===== src/rtl/logic_pipe.sv =====
// logic_pipe: pipelined bitwise logic unit with a valid/ready handshake.
// Eight per-bit operations on two WIDTH-bit operands, a STAGES-deep pipeline
// that stalls as a whole under output backpressure, a population count of
// each result, and a wrapping 16-bit count of delivered results.
module logic_pipe #(
    parameter int WIDTH  = 8,
    parameter int STAGES = 2,
    parameter int POPW   = $clog2(WIDTH + 1)
) (
    input  logic             clk,
    input  logic             reset,
    input  logic             in_valid,
    output logic             in_ready,
    input  logic [WIDTH-1:0] a,
    input  logic [WIDTH-1:0] b,
    input  logic [2:0]       op,
    output logic             out_valid,
    input  logic             out_ready,
    output logic [WIDTH-1:0] out,
    output logic [POPW-1:0]  out_pop,
    output logic [15:0]      xfer_count
);

    typedef enum logic [2:0] {
        OP_NAND  = 3'd0,
        OP_AND   = 3'd1,
        OP_OR    = 3'd2,
        OP_NOR   = 3'd3,
        OP_XOR   = 3'd4,
        OP_XNOR  = 3'd5,
        OP_ANDN  = 3'd6,
        OP_PASSA = 3'd7
    } op_e;

    // Per-bit logic function selected by op.
    function automatic logic [WIDTH-1:0] logic_op(
        input logic [WIDTH-1:0] x,
        input logic [WIDTH-1:0] y,
        input op_e              sel
    );
        logic [WIDTH-1:0] r;
        case (sel)
            OP_NAND:  r = ~(x & y);
            OP_AND:   r = x & y;
            OP_OR:    r = x | y;
            OP_NOR:   r = ~(x | y);
            OP_XOR:   r = x ^ y;
            OP_XNOR:  r = ~(x ^ y);
            OP_ANDN:  r = x & ~y;
            default:  r = x;
        endcase
        return r;
    endfunction

    // Number of set bits in a result.
    function automatic logic [POPW-1:0] popcount(input logic [WIDTH-1:0] v);
        logic [POPW-1:0] cnt;
        cnt = '0;
        for (int i = 0; i < WIDTH; i++) begin
            cnt = cnt + POPW'(v[i]);
        end
        return cnt;
    endfunction

    // Pipeline state: stage 0 is the entry stage, STAGES-1 drives the output.
    logic [STAGES-1:0] valid_q, valid_d;
    logic [WIDTH-1:0]  data_q [STAGES];
    logic [WIDTH-1:0]  data_d [STAGES];
    logic [POPW-1:0]   pop_q, pop_d;
    logic [15:0]       xfer_count_q, xfer_count_d;

    // What each stage would load on an advancing edge.
    logic [STAGES-1:0] stage_in_valid;
    logic [WIDTH-1:0]  stage_in_data [STAGES];

    logic adv;
    logic accept;
    logic deliver;

    // Handshake, stage shifting with hold-on-stall, popcount capture and
    // delivery counting.
    always_comb begin
        // NOTE: every signal driven here gets a default before any
        // conditional logic so no path leaves it unassigned, which would
        // otherwise infer a latch.
        adv          = !valid_q[STAGES-1] || out_ready;
        accept       = in_valid && adv && !reset;
        deliver      = valid_q[STAGES-1] && out_ready;
        pop_d        = pop_q;
        xfer_count_d = xfer_count_q + 16'(deliver);

        stage_in_valid[0] = accept;
        stage_in_data[0]  = logic_op(a, b, op_e'(op));
        for (int i = 1; i < STAGES; i++) begin
            stage_in_valid[i] = valid_q[i-1];
            stage_in_data[i]  = data_q[i-1];
        end

        // Data only moves with a valid beat, so a bubble reaching the last
        // stage leaves out/out_pop at the last delivered value.
        for (int i = 0; i < STAGES; i++) begin
            valid_d[i] = adv ? stage_in_valid[i] : valid_q[i];
            data_d[i]  = (adv && stage_in_valid[i]) ? stage_in_data[i] : data_q[i];
        end

        if (adv && stage_in_valid[STAGES-1]) begin
            pop_d = popcount(stage_in_data[STAGES-1]);
        end
    end

    // State registers with asynchronous clear.
    always_ff @(posedge clk or posedge reset) begin
        // NOTE: sequential state uses non-blocking assignment so every
        // register samples the pre-edge values of the others.
        if (reset) begin
            valid_q      <= '0;
            pop_q        <= '0;
            xfer_count_q <= '0;
            // NOTE: the stage data array is reset because out must read 0
            // after reset; it is a small register file, not a RAM macro.
            for (int i = 0; i < STAGES; i++) begin
                data_q[i] <= '0;
            end
        end else begin
            valid_q      <= valid_d;
            pop_q        <= pop_d;
            xfer_count_q <= xfer_count_d;
            for (int i = 0; i < STAGES; i++) begin
                data_q[i] <= data_d[i];
            end
        end
    end

    assign in_ready   = adv && !reset;
    assign out_valid  = valid_q[STAGES-1];
    assign out        = data_q[STAGES-1];
    assign out_pop    = pop_q;
    assign xfer_count = xfer_count_q;

endmodule


===== config.mk =====
export PLATFORM = sky130hd
export DESIGN_NAME = logic_pipe
export DESIGN_NICKNAME = d
export VERILOG_FILES = /design/src/rtl/logic_pipe.sv
export SDC_FILE = /design/constraint.sdc
export NUM_CORES = 1
export LEC_CHECK = 0
export CORE_UTILIZATION = 55
export CTS_BUF_LIST = sky130_fd_sc_hd__clkbuf_4
export DETAILED_ROUTE_END_ITERATION = 10
export PLACE_DENSITY = 0.92
export SKIP_LAST_GASP = 1
export SYNTH_ARGS = -nofsm -noshare
export SYNTH_HDL_FRONTEND = slang
export SYNTH_SLANG_ARGS = --single-unit

===== constraint.sdc =====
create_clock -name clk -period 4.9 [get_ports clk]
set_input_delay 1.47 -clock clk [delete_from_list [all_inputs] [get_ports clk]]
set_output_delay 1.47 -clock clk [all_outputs]
set_load 0.01 [all_outputs]

[After elaboration in Yosys (flattened, before gate mapping)]
Index checks and enable logic that the tools add are counted.
Storage, ports and cells
  memory bits (read-only): 0
  memories kept: 0
  latch bits: 0
  word-level logic and storage cells: 38
  RAM bits: 0
  bits of input ports: 23
  output and inout port bits: 30
  register bits after elaboration: 38
Operators by class
  shift operators: 0
  multiplexer cells: 1
  equal/unequal tests: 6
  reduce and logical (&&, ||, !) cells: 10
  add/subtract/negate cells: 8
  divide/modulo/power cells: 0
  bitwise operators: 8
  multiply operators: 0
  order comparisons: 0
Operators by type and width (count)
  case mux 8 bit (7 select lines): 1
  NOT 8 bit: 4
  adder 16 x 1 -> 16 bit: 1
  adder 4 x 1 -> 4 bit: 4
  bitwise AND 8 bit: 2
  equality test 3 bit, second input constant: 3
  bitwise OR 8 bit: 1
  XOR 8 bit: 1
  equality test 3 x 2 -> 1 bit, second input constant: 2
  logical AND 1 bit: 6
  adder 3 x 1 -> 4 bit: 1
  adder 2 x 1 -> 3 bit: 1
  equality test 3 x 1 -> 1 bit, second input constant: 1
  zero test 3 bit: 1
  adder 1 x 1 -> 2 bit: 1
  zero test 1 bit: 2
  logical OR 1 bit: 1

[Longest topological paths before layout]
  depth in word-level cells: 7
  gate-level depth with buffers: 10
  depth with buffers taken out: 10

[Worst setup path after synthesis]
OpenSTA, ideal clock, no wires.
  path kind: input-to-reg
  from: input reset
  to: register data_q[12] (netlist bit)
  stages: 5
  arrival time: 3096 ps
  buffers on the path: 1
  setup time: 132 ps
  data required time: 4768 ps
  path slack: 1672 ps
  path through: inv_1 -> nand3_1 -> clkbuf_1 -> nand2_1 -> o21ai_1
Between the ends
  cells in the longest elaborated chain, start to end: 3
Ends and longest elaborated chain
  start: declaration: RTL line 11  | input logic reset,
  zero test 1 bit: RTL line 87  | accept = in_valid && adv && !reset;
  logical AND 1 bit: RTL line 87
  logical AND 1 bit: RTL line 103  | data_d[i] = (adv && stage_in_valid[i]) ? stage_in_data[i] : data_q[i];
  end signal: indexed assignment: RTL line 129  | data_q[i] <= data_d[i];
  end: declaration: RTL line 67  | logic [WIDTH-1:0] data_q [STAGES];
No other way between the ends.
A chain may end at the register's enable or synchronous reset.

[Worst setup path in the final report]
  from: input out_ready
  to: output in_ready
Between the ends
  cells in the longest elaborated chain, start to end: 2
Ends and longest elaborated chain
  start: declaration: RTL line 18  | input logic out_ready,
  logical OR 1 bit: RTL line 86  | adv = !valid_q[STAGES-1] || out_ready;
  logical AND 1 bit: RTL line 134  | assign in_ready = adv && !reset;
  end: declaration: RTL line 13  | output logic in_ready,
No other way between the ends.

==> metrics.cfg <==
[die]
die_w_um=70.01
rows=24
ios=53
die_area_um2=4901
coreArea_um2=4414
start_util=0.5762
die_h_um=70.01

[sta]
max_clock_freq_ghz=0.2420
worstMarginPinSlew_ns=0.6241
slew_headroom=0.5826
final_hold_viol_count=0
timing.final.crit_period_ns=4.133
fin_crit_sh=0.8434
clock_skew_ns=0.009435
finalSetupViolCount=0
rsz0062_at_grt=false
drv_slew=0
final.setup.tns_ns=0

[clock_network]
cts.htree.levels=2
post_cts_resized=0
cts.sinks=38
cts_tree=done
cts_hold_buf=0
worstSkewPairLatency_ns=0.35
clkTransAtPathRegs_ns=0.11
cts_setup_buffers=0
ctsRootBufferMaster=clkbuf_4
cts-buffers-inserted=5
clk_path_buf_depth=2

[logic_synthesis]
synth_nets=305
async_flop_share=1.000
synth_compound_area_frac=0.1058
ys_types=34
ys_ff_latch=38
synth-xor-area-share=0.05165
syn_inst=249
synth_top_family_by_area=adder cells
seq_area_frac_synth=0.3738
synth-main-ff-cell=dfrtp_1
synth-simple-area-share=0.1166
synth_fa_ha_area_frac=0.1741
synth_edf_count=0
syn_avg_cell_area_um2=10.22
syn-cell-area_um2=2544
yosys_warnings=0
synth_mux_area_frac=0.08756

[worst_setup_path]
worstPathArrival_ns=2.66
r2r_setup_slack_ns=1.90
startpoint_type=input pin
reg2reg_from=data_q[8]
critPathKind=input pin to primary output
cp_max_fo=3
reg2reg_depth=10
reg2reg_to=out_pop[2]
critPathCaptureType=primary output
cp.required_ns=3.43

[worst_hold_path]
holdPathEnd=xfer_count[15]
hold_depth=1
worstHoldStart=xfer_count[15]
min_path_type=flop to flop

[finish]
area_delta_synth_final_pct=22.68
finalCoreUtilization=0.7069
nNetsFinal=349
stdcell_count=346
antenna_cells=0
final_layout_size_suffix_gt1_frac=0.07483

[placement]
hpwl_um=3598
place_congestion=0.7502
portBuffers=52
dp.cells=338

[global_routing]
grt_max_degree=40
grt_pass1_wl_um=7879
grtUsageTotal=0.2006
grt_pass1_vias=1915
gr-total-overflow=0
antenna_found_initial=0

[job]
drv_cap=0

[routing]
drcViolationCount=0
ant_nets=0
drt_iter0_markers=131
dr.pass1.iters=4
drt-total-wl_um=4476
wl_per_cell_um=12.94
num_vias=1860
drt-vias-per-instance=5.376

[power_and_ir_drop]
power_density_nw_per_um2=358.1
vdd_drop_max_mv=0.1346
leakagePower_uw=0.001576

[status]
status=finished, final reports clean

## critical path: stages
cell and delay (ns):
clkdlybuf4s50_1 0.50, nor2b_1 0.07, nor2_1 0.09, clkdlybuf4s50_1 0.54
## per-layer routing
metal,vias up,wire (um),GRT usage
met5,-,0,0
met4,0,72,0.08222
met3,6,169,0.03175
met2,56,2318,0.3771
met1,872,1915,0.2223
li1,926,-,-
## how the worst max path moves through the flow
stage	from	endpoint	slack [ns]	cells after the start
after floorplan	reset	data_q[12]	1.67	5
after global routing	out_ready	in_ready	0.72	4
after global placement	out_ready	in_ready	0.82	4
final	out_ready	in_ready	0.77	4
after detailed placement	out_ready	in_ready	0.77	4
after CTS	out_ready	in_ready	0.76	4
## kinds of logic after synthesis
group / Yosys count
AND/OR/NAND/NOR: 58
XOR/XNOR: 15
AO/OA/AOI/OAI: 40
multiplexers: 20
buffers and inverters: 45
adder cells (fa/ha/maj): 33
flip-flops: 38
## placed cells by master (no fill, tap or decap), types with 2 or more instances in the layout
cell type,instances
and2_1,2
and3_1,4
o21ai_1,8
nand3b_1,7
nand4_1,3
fa_1,4
a21oi_1,2
clkdlybuf4s50_1,52
nor2_1,9
mux2i_1,8
nand2_1,20
mux2_2,10
buf_4,2
bufinv_16,2
o22ai_1,14
nand3_1,5
xor2_1,8
inv_1,28
mux2_4,2
nand2b_1,3
xnor2_1,7
dfrtp_1,38
ha_1,29
o211a_1,7
o21ai_0,6
nor2b_1,2
clkbuf_4,5
## area by class of cell
cell class	instances	area, um2
timing repair buffer	54	535.5
fill	318	1294
clock buffer	5	37.54
tap	52	65.06
clock inverter	3	63.81
multi-input combinational	166	1363
sequential	38	950.9
inverter	28	105.1
## sequential cells by signal, summed over array words and instances (netlist names)
register,count
data_q,8
out,8
out_pop,4
valid_q,2
xfer_count,16
## cell usage after synthesis (2+ instances only)
library cell	number	share of area
nand3_1	5	0.0098
inv_1	28	0.041
mux2i_1	8	0.031
clkbuf_1	2	0.0030
and2_1	2	0.0049
and3_1	4	0.0098
nand3b_1	7	0.021
nand2b_1	3	0.0074
nand4_1	3	0.0074
o22ai_1	14	0.034
mux2_2	10	0.044
dfrtp_1	38	0.37
buf_4	8	0.024
o211a_1	7	0.028
xor2_1	8	0.028
a21oi_1	2	0.0039
fa_1	4	0.031
nor2_1	9	0.013
buf_6	2	0.0089
buf_2	4	0.0079
o21ai_1	8	0.016
nand2_1	20	0.030
ha_1	29	0.14
mux2_4	2	0.012
xnor2_1	7	0.024
o21ai_0	6	0.012
nor2b_1	2	0.0049
## power breakdown
part	internal (uW)	switching (uW)
Clock	157	101
Combinational	228	190
Sequential	385	56.3
## through the flow
step	setup slack, ns	cell area, um2	hold slack [ns]	total power [uW]
global route	0.7229	3120	0.5147	1194
finish	0.7673	3120	0.4747	1117
detailed placement	0.7701	3019	0.4623	872.9
global placement	0.8152	3019	0.4613	845.4
CTS	0.7638	3120	0.4813	1130
floorplan	1.672	2544	0.4510	704.8
No activity file was read; power rests on OpenSTA's default activity.
